--- config.mk ---
export PLATFORM = sky130hd
export DESIGN_NAME = gray_sync_decoder
export DESIGN_NICKNAME = d
export VERILOG_FILES = /design/src/rtl/code_conv_pkg.sv /design/src/rtl/sync_chain.sv /design/src/rtl/gray_sync_decoder.sv
export SDC_FILE = /design/constraint.sdc
export NUM_CORES = 1
export LEC_CHECK = 0
export CAP_MARGIN = 40
export CORE_MARGIN = 2
export CORE_UTILIZATION = 28
export DETAILED_ROUTE_END_ITERATION = 6
export GPL_ROUTABILITY_DRIVEN = 0
export GPL_TIMING_DRIVEN = 0
export PLACE_DENSITY = 0.46
export SETUP_SLACK_MARGIN = 0.05
export SLEW_MARGIN = 20
export SYNTH_ARGS = -nofsm -noshare
export SYNTH_HDL_FRONTEND = slang
export SYNTH_SLANG_ARGS = --single-unit
--- constraint.sdc ---
create_clock -name clk -period 2.9 [get_ports clk]
set_input_delay 0.29 -clock clk [delete_from_list [all_inputs] [get_ports clk]]
set_output_delay 0.29 -clock clk [all_outputs]
set_load 0.005 [all_outputs]
--- src/rtl/code_conv_pkg.sv ---
// Shared types and helpers for Gray-code conversion and count-change classification.
package code_conv_pkg;

  typedef enum logic [1:0] {PRIME, TRACK, HOLD} state_t;

  localparam logic [15:0] DELTA_UP = 16'h0001;
  localparam logic [15:0] DELTA_DN = 16'hFFFF;

  // Unused upper bits of g must be zero; each binary bit is the XOR of all Gray bits at or above it.
  function automatic logic [15:0] gray2bin(input logic [15:0] g);
    logic [15:0] b;
    b = '0;
    for (int i = 0; i < 16; i++) begin
      b[i] = ^(g >> i);
    end
    return b;
  endfunction

endpackage

--- src/rtl/sync_chain.sv ---
// Multi-flop synchroniser for a bus crossing in from an unrelated clock domain.
module sync_chain #(
  parameter int WIDTH       = 3,
  parameter int SYNC_STAGES = 2
) (
  input  logic             clk,
  input  logic             rst_n,
  input  logic [WIDTH-1:0] d,
  output logic [WIDTH-1:0] q
);

  logic [WIDTH-1:0] stage [SYNC_STAGES];

  always_ff @(posedge clk or negedge rst_n) begin
    if (!rst_n) begin
      for (int i = 0; i < SYNC_STAGES; i++) begin
        stage[i] <= '0;
      end
    end else begin
      stage[0] <= d;
      for (int i = 1; i < SYNC_STAGES; i++) begin
        stage[i] <= stage[i-1];
      end
    end
  end

  assign q = stage[SYNC_STAGES-1];

endmodule

--- src/rtl/gray_sync_decoder.sv ---
// Synchronises a foreign-domain Gray count, decodes it and flags up/down steps or illegal jumps.
module gray_sync_decoder
  import code_conv_pkg::*;
#(
  parameter int WIDTH       = 3,
  parameter int SYNC_STAGES = 2
) (
  input  logic             clk,
  input  logic             rst_n,
  input  logic [WIDTH-1:0] g_async,
  input  logic             en,
  input  logic             clr_err,
  output logic [WIDTH-1:0] b_out,
  output logic             b_valid,
  output logic             step_up,
  output logic             step_down,
  output logic             jump_err,
  output logic             err_sticky,
  output logic             tracking
);

  localparam logic [2:0]       PRIME_LAST = 3'(SYNC_STAGES);
  localparam logic [WIDTH-1:0] UP_W       = DELTA_UP[WIDTH-1:0];
  localparam logic [WIDTH-1:0] DN_W       = DELTA_DN[WIDTH-1:0];

  logic [WIDTH-1:0] g_sync;
  logic [WIDTH-1:0] prev_g;
  logic [WIDTH-1:0] bin;
  logic [WIDTH-1:0] delta;
  logic [15:0]      g_ext;
  logic [15:0]      b_ext;
  logic [2:0]       cnt;
  state_t           state;

  sync_chain #(
    .WIDTH       (WIDTH),
    .SYNC_STAGES (SYNC_STAGES)
  ) u_sync (
    .clk   (clk),
    .rst_n (rst_n),
    .d     (g_async),
    .q     (g_sync)
  );

  always_comb begin
    g_ext              = '0;
    g_ext[WIDTH-1:0]   = g_sync;
    b_ext              = gray2bin(g_ext);
    bin                = b_ext[WIDTH-1:0];
    delta              = bin - b_out;
  end

  always_ff @(posedge clk or negedge rst_n) begin
    if (!rst_n) begin
      state      <= PRIME;
      cnt        <= '0;
      prev_g     <= '0;
      b_out      <= '0;
      b_valid    <= 1'b0;
      step_up    <= 1'b0;
      step_down  <= 1'b0;
      jump_err   <= 1'b0;
      err_sticky <= 1'b0;
      tracking   <= 1'b0;
    end else begin
      b_valid   <= 1'b0;
      step_up   <= 1'b0;
      step_down <= 1'b0;
      jump_err  <= 1'b0;
      // A jump detected this cycle overrides a concurrent clear below.
      if (clr_err) err_sticky <= 1'b0;

      case (state)
        PRIME: begin
          if (cnt == PRIME_LAST) begin
            b_out    <= bin;
            prev_g   <= g_sync;
            tracking <= 1'b1;
            cnt      <= '0;
            state    <= TRACK;
          end else begin
            cnt <= cnt + 3'd1;
          end
        end
        TRACK: begin
          if (!en) begin
            tracking <= 1'b0;
            state    <= HOLD;
          end else if (g_sync != prev_g) begin
            prev_g  <= g_sync;
            b_out   <= bin;
            b_valid <= 1'b1;
            if (delta == UP_W) begin
              step_up <= 1'b1;
            end else if (delta == DN_W) begin
              step_down <= 1'b1;
            end else begin
              jump_err   <= 1'b1;
              err_sticky <= 1'b1;
            end
          end
        end
        HOLD: begin
          // Re-prime so any movement while disabled reloads silently.
          if (en) begin
            cnt   <= '0;
            state <= PRIME;
          end
        end
        default: begin
          cnt   <= '0;
          state <= PRIME;
        end
      endcase
    end
  end

endmodule

Yosys cells after proc, flatten, opt, wreduce, memory -nomap -nowiden
Cells that the tools add are included.
- input bits: 7
- output and inout port bits: 9
- bits in read-only memories: 0
- register bits after elaboration: 23
- memories: 0
- RAM bits: 0
- word-level logic and storage cells: 76
- bits in latches: 0
- multiplexer cells: 41
- multiply operators: 0
- eq/ne operators: 11
- $lt $le $gt $ge: 0
- shifts and indexed selects: 0
- reduce and logical (&&, ||, !) cells: 9
- divide/modulo/power cells: 0
- $add $sub $neg: 2
- bitwise gates (word level): 1
- operators by type and width (kind ; number):
    16-bit parity ; 3
    1-bit two-way mux ; 25
    3-bit two-way mux ; 8
    3-bit case mux with 2 select lines ; 2
    2-bit inequality test, second input constant ; 5
    3-bit case mux with 3 select lines ; 1
    2-bit two-way mux ; 3
    2-bit case mux with 3 select lines ; 1
    3-bit AND reduction ; 2
    4-bit AND reduction ; 1
    3-bit by 1-bit adder with 3-bit output, second input constant ; 1
    3-bit by 1-bit == test with 1-bit output, second input constant ; 1
    3-bit by 2-bit == test with 1-bit output, second input constant ; 1
    3-bit == test, second input constant ; 1
    3-bit inequality test ; 1
    3-bit subtractor ; 1
    2-bit by 1-bit == test with 1-bit output, second input constant ; 1
    2-bit == test, second input constant ; 1
    2-bit logical NOT ; 1
    1-bit case mux with 2 select lines ; 1
    2-bit AND reduction ; 1
    2-bit nonzero test ; 1
    1-bit NOT ; 1

Logic depth before layout (Yosys ltp)
Gate-level depths: netlist (run 1).
- word-level depth: 8
- mapped depth: 7
- gate-level depth less buffers: 7

Hierarchy
A second synthesis (run 1) with hierarchy kept.
- cell total of the unflattened synthesis: 80
- area total of the unflattened synthesis: 1014.7 um2
- modules (own cells, without submodules) (module ; area each (um2) ; cells an instance ; sequential area each (um2) ; times used):
    gray_sync_decoder ; 842.1 ; 71 ; 400.4 ; 1
    sync_chain ; 172.7 ; 9 ; 150.1 ; 1

Worst setup path after synthesis (run 1)
No wires, ideal clock.
- path type: register -> register
- from: register u_sync.stage (netlist bit u_sync.q[2])
- to: register err_sticky
- clock period less this slack: 2.209 ns
- cell stages (with the launch flop): 8
- arrival: 2.091 ns
- slack: 0.691 ns
- buffers on the path: 0
- required time: 2.782 ns
- setup time: 0.118 ns
- path through: dfrtp_1 xor2_1 xnor2_1 ha_1 fa_1 xnor3_1 o21a_1 a21o_1
- word-level cells in the longest chain between the ends: 8
- elaborated cells on any way between the ends: 12
- those cells by class: add/sub (1); eq/ne (3); mux (5); reduce/logical (3)
- RTL lines (what ; RTL line ; source):
    start: declaration ; sync_chain.sv:12 ; logic [WIDTH-1:0] stage [SYNC_STAGES];
    start signal: indexed assignment ; sync_chain.sv:22 ; stage[i] <= stage[i-1];
    16-bit parity ; code_conv_pkg.sv:14 ; b[i] = ^(g >> i);
    3-bit subtractor ; gray_sync_decoder.sv:50 ; delta = bin - b_out;
    3-bit == test ; gray_sync_decoder.sv:95 ; end else if (delta == DN_W) begin
    1-bit two-way mux ; gray_sync_decoder.sv:95 ;
    1-bit two-way mux ; gray_sync_decoder.sv:93 ; if (delta == UP_W) begin
    1-bit two-way mux (*) ; gray_sync_decoder.sv:89 ; end else if (g_sync != prev_g) begin
    1-bit two-way mux (*) ; gray_sync_decoder.sv:86 ; if (!en) begin
    1-bit two-way mux (*) ; gray_sync_decoder.sv:73 ; case (state)
    end signal: assignment ; gray_sync_decoder.sv:63 ; err_sticky <= 1'b0;
    end signal: assignment ; gray_sync_decoder.sv:71 ; if (clr_err) err_sticky <= 1'b0;
    end signal: assignment ; gray_sync_decoder.sv:99 ; err_sticky <= 1'b1;
    end: declaration ; gray_sync_decoder.sv:18 ; output logic err_sticky,
Mark *: on every way between the ends. The rest lies on a longest branch, timed or not.
A chain may end at the register's enable or synchronous reset.

Worst setup path in the final report (run 1)
Ends and elaborated chain as after synthesis.

==> impl_results.md, run 1 <==
* Status: complete, no violations
* Critical Path End Type: flop
* I/O pins at 16
* Routed len/inst at 10.4 um
* Worst setup path class: reg2reg
* Setup Skew at 0.00337 ns
* Min-Delay Path Class: in2async
* Async SR Flop Fraction at 100%
* Critical Path RT at 3.11 ns
* Max-cap violations at 0
* Die X at 62.9 um
* Kind of start point of the critical path: flop
* Commonest non-fill, non-tap cell in the layout: dfrtp_1
* Cells after Synth at 77
* Port bufs at 15
* Post-layout util at 36.8%
* Die area at 0.00395 mm2
* Setup_tns at 0 ns
* H-Tree Depth at 1
* P_leak at 0.533 nW
* PD cells at 958 mW/mm2
* GRT Total Usage at 8.25%
* Antenna viol nets, final at 0
* Layout cells sized above 1 at 11.3%
* Final Cycle Share at 81.4%
* CP max-delay cell: fa_1
* Core box area at 0.00334 mm2
* GRT overflow at 0
* Yosys reg bits at 22
* Via count at 600
* Diodes inserted at 0
* DRC viols at 0
* Number of global-route vias before repair at 557
* YS warnings at 0
* HPWL after detailed placement at 1160 um
* Syn Nets at 86
* Yosys cell types at 29
* Clk root buf: clkbuf_4
* Post-DR vias/cell at 4.20
* Hold violation count in the final report at 0
* Num CTS Buffers at 3
* # rows at 21
* Rel. slew slack at 64.3%
* Maximum fanout along the worst path at 4
* Fmax at 423 MHz
* Clk sink count at 22
* Clock Latency Late Sink at 0.30 ns
* First-pass GRT wire length at 2530 um
* Clock buffer depth at 2
* Synth Area per Inst at 12.6 um2
* Post-CTS Setup Inserts at 0
* Largest net degree at the start of global routing at 13
* TritonRoute pass-1 iters at 3
* Initial core utilization at 29.1%
* VDD IR max at 0.000257 V
* Number of enable flip-flop cells after synthesis at 0
* Slew Limit Fails at 0
* Transition time of the tightest slew-check pin at 0.533 ns
* RSZ-0062 raised after global routing: false
* Die Y at 62.9 um
* Critical path arrival at 2.57 ns
* Total Wirelength at 1490 um
* Post-CTS Resized at 0
* CTS tree: built
* Synthesized cell area at 970 um2
* # setup viols final at 0
* Hold buffers post-CTS at 0
* Most frequent cells in the layout: 22 x dfrtp_1, 15 x clkdlybuf4s50_1, 7 x inv_1, 6 x xnor2_1, 6 x nor2_1
* Sequential share of the synthesized area at 56.8%
* Crit path largest cell delay at 0.46 ns
* Min Tclk post-route at 2.36 ns
* # nets final at 107
* Drt first-iter violations at 18
* Synth Flop Type: dfrtp_1
* Worst-path clk slew at 0.12 ns
* CP cell instances: xor2_1 > xnor2_1 > ha_1 > fa_1 > xnor3_1 > o21a_1 > a21o_1
* Initial antenna violation count at 0
* Layout area overhead at 26.7%
## layer usage
metal	vias up	share of wire [%]	global-route usage (%)
li1	303	-	-
met2	9	45	12.4
met4	0	1.3	4.17
met3	2	4.3	2.52
met5	-	0	0
met1	286	49	10.8
## critical path: cells and delay by family (launching register included)
family,cells,cell delay [ns]
DFF,1,0.45
adders and majority gates,2,0.65
AOI/OAI and AO/OA,2,0.34
xor gates and xnor gates,3,0.84
## cell type report
cell class / count / area (um2)
Fill cell: 332 / 2110
Inverter: 7 / 26.3
Buffer: 3 / 15.0
Multi-Input combinational cell: 45 / 378
Clock buffer: 4 / 36.3
Tap cell: 46 / 57.6
Sequential cell: 22 / 551
Timing Repair Buffer: 16 / 165
## flip-flops by register name, indices dropped and copies added (netlist names), 2 cells and up
name	cells
b_out	2
cnt	3
prev_g	3
state	2
u_sync.q	3
u_sync.stage	3
## through the flow
step           setup slack (ns)  power (mW)  hold slack [ns]  instances  instance area (um2)
6_report                  0.538        1.18            0.325        143                 1230
5_1_grt                   0.418        1.27            0.343        143                 1230
4_1_cts                   0.521        1.20            0.330        143                 1230
3_5_place_dp              0.541        1.03            0.339        139                 1190
3_3_place_gp              0.522        1.01            0.332        138                 1180
2_1_floorplan             0.691       0.861         -0.00559         77                  970
## logic make-up (layout without fill, tap and decap cells)
family	Yosys count	count (layout)	synth area share, %
and+or+nand+nor	14	14	8.39
AOI/OAI and AO/OA	15	15	12.0
buffers and inverters	10	30	4.26
xor gates and xnor gates	9	9	9.55
muxes	5	5	5.68
DFF	22	22	56.8
adders and majority gates	2	2	3.35
## where the power goes
part	leakage, nW	switching (mW)	internal, mW
logic	0.242	0.238	0.309
registers	0.271	0.0680	0.398
clock network	0.0210	0.0871	0.0765
total	0.533	0.393	0.784
## Yosys cell counts, drive strengths merged, types with 2 or more instances
| cell | n | share of area, % |
|---|---|---|
| nor2 | 6 | 2.3 |
| a21oi | 4 | 2.1 |
| dfrtp | 22 | 57 |
| xnor2 | 6 | 5.4 |
| inv | 7 | 2.7 |
| clkbuf | 2 | 0.77 |
| mux2 | 4 | 4.6 |
| nor3 | 2 | 1.0 |
| o21ai | 3 | 1.5 |
| xor2 | 2 | 1.8 |
## final timing paths
check | from | endpoint | slack (ns) | cells past startpoint
hold reg to reg | u_sync.stage[3] | u_sync.q[0] | 0.36 | 0
hold / removal | rst_n | b_out[0] | 0.33 | 1
max in group asynchronous | rst_n | cnt[2] | 2.11 | 2
setup / recovery | u_sync.q[2] | err_sticky | 0.54 | 7
setup reg to reg | u_sync.q[2] | err_sticky | 0.54 | 7
min in group clk | u_sync.stage[3] | u_sync.q[0] | 0.36 | 0
Note: power is estimated with default switching activity, not from simulation.
==> inputs of run 2 (changes only) <==
--- a/config.mk
+++ b/config.mk
@@ -11,7 +11,7 @@
 export DETAILED_ROUTE_END_ITERATION = 6
 export GPL_ROUTABILITY_DRIVEN = 0
 export GPL_TIMING_DRIVEN = 0
-export PLACE_DENSITY = 0.46
+export PLACE_DENSITY = 0.48
 export SETUP_SLACK_MARGIN = 0.05
 export SLEW_MARGIN = 20
 export SYNTH_ARGS = -nofsm -noshare
==> constraint.sdc (replaced) <==
create_clock -name clk -period 1.99 [get_ports clk]
set_input_delay 0.199 -clock clk [delete_from_list [all_inputs] [get_ports clk]]
set_output_delay 0.199 -clock clk [all_outputs]
set_load 0.005 [all_outputs]
==> run 2 against run 1 <==
  * The flow now finishes with violations (negative setup slack)
  * First-iteration DRC count rose by 28%
  * Sequential cell count stayed put
  * Combinational power up 76%
  * Core utilization is 3.3 points higher
  * Die area stayed put
  * Sequential share of layout area fell by 3.6 points
  * Non-clock buffer count is 12 higher
  * Sequential power rose by 45%
  * Worst hold slack worse by 0.098 ns
  * Critical path depth is the same
  * Clock power rose by 21%
  * Register-to-register slack worse by 0.68 ns
  * Critical path type unchanged
  * Critical endpoint unchanged
  * Largest power group unchanged
==> impl_results.md, run 2 (synthesized netlist as in run 1, its figures left out) <==
* Status: complete, but fails checks
* Failing checks: negative setup slack
* Final Cycle Share at 107%
* Clock Latency Late Sink at 0.30 ns
* H-Tree Depth at 1
* Layout area overhead at 38.1%
* Clock buffer depth at 2
* Total Wirelength at 1640 um
* Final Cell Area at 0.00134 mm2
* # nets final at 119
* Largest net degree at the start of global routing at 13
* Clk sink count at 22
* Antenna viol nets, final at 0
* Critical Path RT at 2.19 ns
* Maximum fanout along the worst path at 2
* Rel. slew slack at 65.6%
* Post-DR vias/cell at 4.22
* Fmax at 470 MHz
* Most frequent cells in the layout: 21 x dfrtp_1, 15 x clkdlybuf4s50_1, 13 x buf_4, 7 x inv_1, 6 x nor2_1
* Worst setup path class: reg2reg
* Max-cap violations at 0
* Die Y at 62.9 um
* P_leak at 0.594 nW
* Post-route setup slack at -0.138 ns
* Number of global-route vias before repair at 698
* Die X at 62.9 um
* Initial antenna violation count at 0
* Layout cells sized above 1 at 26.9%
* DRC viols at 0
* Routed len/inst at 10.7 um
* Die area at 0.00395 mm2
* RSZ-0062 raised after global routing: true
* Reg2reg path depth at 7
* PD cells at 1370 mW/mm2
* Kind of start point of the critical path: flop
* HPWL after detailed placement at 1190 um
* Diodes inserted at 0
* Min Tclk post-route at 2.13 ns
* GRT Total Usage at 9.86%
* Transition time of the tightest slew-check pin at 0.515 ns
* R2R Path Start: u_sync.q[1]
* # rows at 21
* Via count at 650
* Placed cell area at 0.00120 mm2
* # setup viols final at 2
* First-pass GRT wire length at 3120 um
* Drt first-iter violations at 23
* Min-Delay Path Class: in2async
* Critical Path End Type: flop
* Setup Skew at 0.00478 ns
* Port bufs at 15
* Slew Limit Fails at 0
* CP startpoint: u_sync.q[1]
* I/O pins at 16
* Hold buffers post-CTS at 0
* Core box area at 0.00334 mm2
* Commonest non-fill, non-tap cell in the layout: dfrtp_1
* Worst-path clk slew at 0.12 ns
* GRT overflow at 0
* Post-layout util at 40.1%
* Hold violation count in the final report at 0
* Clk root buf: clkbuf_4
* TritonRoute pass-1 iters at 3
* VDD IR max at 0.000535 V
* Post-place setup slack at -0.238 ns
* Critical path arrival at 2.33 ns
* Initial core utilization at 29.1%
* Num CTS Buffers at 3
* Total chip power at 1.83 mW
* CTS tree: built
run 2: report_power, final:
group	internal (mW)	total, mW	switching (mW)
logic	0.564	0.961	0.397
clock network	0.0705	0.198	0.127
registers	0.581	0.675	0.0948
total	1.21	1.83	0.619
run 2: metrics by stage:
stage / std cells / hold WS [ns] / TNS, ns
5_1_grt: 154 / 0.270 / -0.445
3_5_place_dp: 139 / 0.335 / -0.336
4_1_cts: 148 / 0.243 / -0.312
3_3_place_gp: 138 / 0.333 / -0.304
2_1_floorplan: 77 / -0.0966 / -0.131
6_report: 154 / 0.227 / -0.254
run 2: repair_timing:
item                                    in CTS  in global routing
hold endpoints to repair                     0                  0
setup buffers                                6                  6
endpoints found under the setup margin       3                  7
pin swaps                                    5                  3
gates resized for setup                      2                  3
run 2: routing by layer:
layer	GRT usage [%]	vias to the layer above	wire length, um
met5	0	-	0
met4	4.17	0	23
met3	1.80	2	50
met2	16.5	8	789
met1	12.5	317	781
li1	-	323	-
run 2: area by class of cell:
| cell class | count | area (um2) |
|---|---|---|
| flip-flops and latches | 22 | 552 |
| fillers | 330 | 2000 |
| clock buffers | 3 | 22.5 |
| inverters | 7 | 26.3 |
| well taps | 46 | 57.6 |
| plain buffers | 3 | 15.0 |
| repair buffers | 28 | 255 |
| multi-input cells | 45 | 410 |
run 2: worst paths after layout:
kind / endpoint / slack [ns]
max in group asynchronous: u_sync.q[2] / 1.30
max reg2reg: err_sticky / -0.14
max: err_sticky / -0.14
min reg2reg: u_sync.q[0] / 0.36
min: u_sync.stage[4] / 0.23
min in group clk: u_sync.stage[5] / 0.32
run 2: worst max-delay path: stages, from the launching register on:
cell     delay, ns
dfrtp_1       0.43
xor2_2        0.20
xnor2_2       0.15
ha_2          0.18
fa_2          0.53
xnor3_1       0.21
o21a_1        0.19
a21o_1        0.15
==> inputs of run 3 (changes only) <==
--- a/config.mk
+++ b/config.mk
@@ -8,8 +8,8 @@
 export CAP_MARGIN = 40
 export CORE_MARGIN = 2
 export CORE_UTILIZATION = 28
+export CTS_BUF_LIST = sky130_fd_sc_hd__clkbuf_16
 export DETAILED_ROUTE_END_ITERATION = 6
-export GPL_ROUTABILITY_DRIVEN = 0
 export GPL_TIMING_DRIVEN = 0
 export PLACE_DENSITY = 0.48
 export SETUP_SLACK_MARGIN = 0.05
==> run 3 against run 2 <==
  * The run still ends with negative setup slack left
  * Core utilization increased by 1.3 points
  * Sequential cell count unchanged
  * Clock skew decreased by 0.0025 ns
  * Via count increased by 0.15%
  * Power increased by 11%
  * Design area increased by 3.4%
  * Clock power increased by 110%
  * First-iteration DRC count unchanged
  * Cell count decreased by 0.65%
  * Critical path depth unchanged
  * Combinational power decreased by 2%
  * Global-route usage increased by 0.35 points
  * Critical path type unchanged
  * Critical endpoint unchanged
  * Largest cell class unchanged
  * Highest routed layer unchanged
==> impl_results.md, run 3 (synthesized netlist as in run 1, its figures left out) <==
* Gp weighted congestion at 0.667
* Die X at 62.9 um
* Drt first-iter violations at 23
* HPWL after detailed placement at 1190 um
* CTS tree: built
* Rel. slew slack at 65.9%
* Most frequent cells in the layout: 21 x dfrtp_1, 15 x clkdlybuf4s50_1, 12 x buf_4, 7 x inv_1, 6 x nor2_1
* TritonRoute pass-1 iters at 2
* Clk root buf: clkbuf_16
* First-pass GRT wire length at 3190 um
* Critical Path RT at 2.13 ns
* GRT overflow at 0
* Clk sink count at 22
* I/O pins at 16
* Diodes inserted at 0
* Min Tclk post-route at 2.11 ns
* R2R Path Start: u_sync.q[1]
* Status: complete, but fails checks
* GRT Total Usage at 10.2%
* Total chip power at 2.04 mW
* Max-cap violations at 0
* Hold buffers post-CTS at 0
* Number of global-route vias before repair at 685
* Routed len/inst at 10.9 um
* Kind of start point of the critical path: flop
* # setup viols final at 2
* CP bufs+invs at 0
* Slew Limit Fails at 0
* P_leak at 0.612 nW
* Layout area overhead at 42.7%
* Commonest non-fill, non-tap cell in the layout: dfrtp_1
* Largest net degree at the start of global routing at 13
* Initial antenna violation count at 0
* CP max-delay cell: fa_2
* Clock Latency Late Sink at 0.25 ns
* # nets final at 118
* Worst R2R End: err_sticky
* CP cell instances: xor2_2 > xnor2_2 > ha_2 > fa_2 > xnor3_1 > o21a_1 > a21o_1
* Crit path max-delay family: adder cells
* Hold violation count in the final report at 0
* Post-DR vias/cell at 4.25
* Setup Skew at 0.00231 ns
* Post-route setup slack at -0.120 ns
* Critical Path End Type: flop
* Antenna viol nets, final at 0
* Die area at 0.00395 mm2
* Total Wirelength at 1660 um
* Port bufs at 15
* VDD IR max at 0.000726 V
* Num CTS Buffers at 3
* Die Y at 62.9 um
* Clock buffer depth at 2
* Min-Delay Path Class: in2async
* R2r setup slk at -0.12 ns
* Via count at 651
* Core box area at 0.00334 mm2
* Failing checks: negative setup slack
* Transition time of the tightest slew-check pin at 0.510 ns
* # rows at 21
* DRC viols at 0
* Critical path arrival at 2.25 ns
* H-Tree Depth at 1
* RSZ-0062 raised after global routing: true
* Worst setup path class: reg2reg
* Crit path largest cell delay at 0.53 ns
* Maximum fanout along the worst path at 2
* Reg2reg path depth at 7
* Fmax at 474 MHz
* Layout cells sized above 1 at 26.2%
* Worst-path clk slew at 0.06 ns
* PD cells at 1470 mW/mm2
* Post-place setup slack at -0.238 ns
* Final Cycle Share at 106%
* Initial core utilization at 29.1%
-- run 3: cell count changes in the layout (fill, tap and decap cells not counted) --
| cell | delta |
|---|---|
| clkbuf_16 | +3 |
| buf_4 | -1 |
| clkbuf_4 | -3 |
-- run 3: layer usage --
| metal | routed length, um | vias up | part of all wire [%] | GRT usage [%] |
|---|---|---|---|---|
| met5 | 0 | - | 0 | 0 |
| met4 | 27 | 0 | 1.6 | 4.17 |
| met3 | 50 | 2 | 3.0 | 2.34 |
| met2 | 806 | 8 | 48 | 16.7 |
| met1 | 779 | 319 | 47 | 13.0 |
| li1 | - | 322 | - | - |
-- run 3: report_power, final --
part           switching (mW)  total [mW]  leakage [nW]  internal (mW)
Sequential             0.0986       0.681         0.270          0.583
Combinational           0.393       0.945         0.305          0.553
Clock                   0.145       0.410        0.0370          0.265
Total                   0.636        2.04         0.612           1.40
-- run 3: through the flow --
step / setup TNS [ns] / std cells / utilization [%] / cell area, um2 / hold slack [ns]
global route: -0.383 / 153 / 41.5 / 1380 / 0.354
floorplan: -0.131 / 77 / - / 982 / -0.0966
global placement: -0.304 / 138 / 35.7 / 1190 / 0.333
CTS: -0.287 / 148 / 40.0 / 1330 / 0.312
finish: -0.219 / 153 / 41.5 / 1380 / 0.292
detailed placement: -0.336 / 139 / 36.1 / 1200 / 0.335
-- run 3: final cells by class --
type                            instances  area [um2]
Fill cell                             329        1950
Sequential cell                        22         552
Multi-Input combinational cell         45         410
Timing Repair Buffer                   27         248
Clock buffer                            3        75.1
Tap cell                               46        57.6
Inverter                                7        26.3
Buffer                                  3        15.0
-- run 3: what timing repair did --
action                                  CTS  global route
pin swaps                                 5             3
buffers inserted                          6             5
endpoints found under the setup margin    3             6
resized for setup                         2             3
-- run 3: worst max-delay path by stage --
stage / from / cells after the start / slack, ns / endpoint
after floorplan: u_sync.q[1] / 7 / -0.13 / err_sticky
after global placement: u_sync.q[2] / 7 / -0.22 / err_sticky
after detailed placement: u_sync.q[2] / 7 / -0.24 / err_sticky
after CTS: u_sync.q[2] / 7 / -0.16 / err_sticky
after global routing: u_sync.q[1] / 7 / -0.20 / err_sticky
final: u_sync.q[1] / 7 / -0.12 / err_sticky
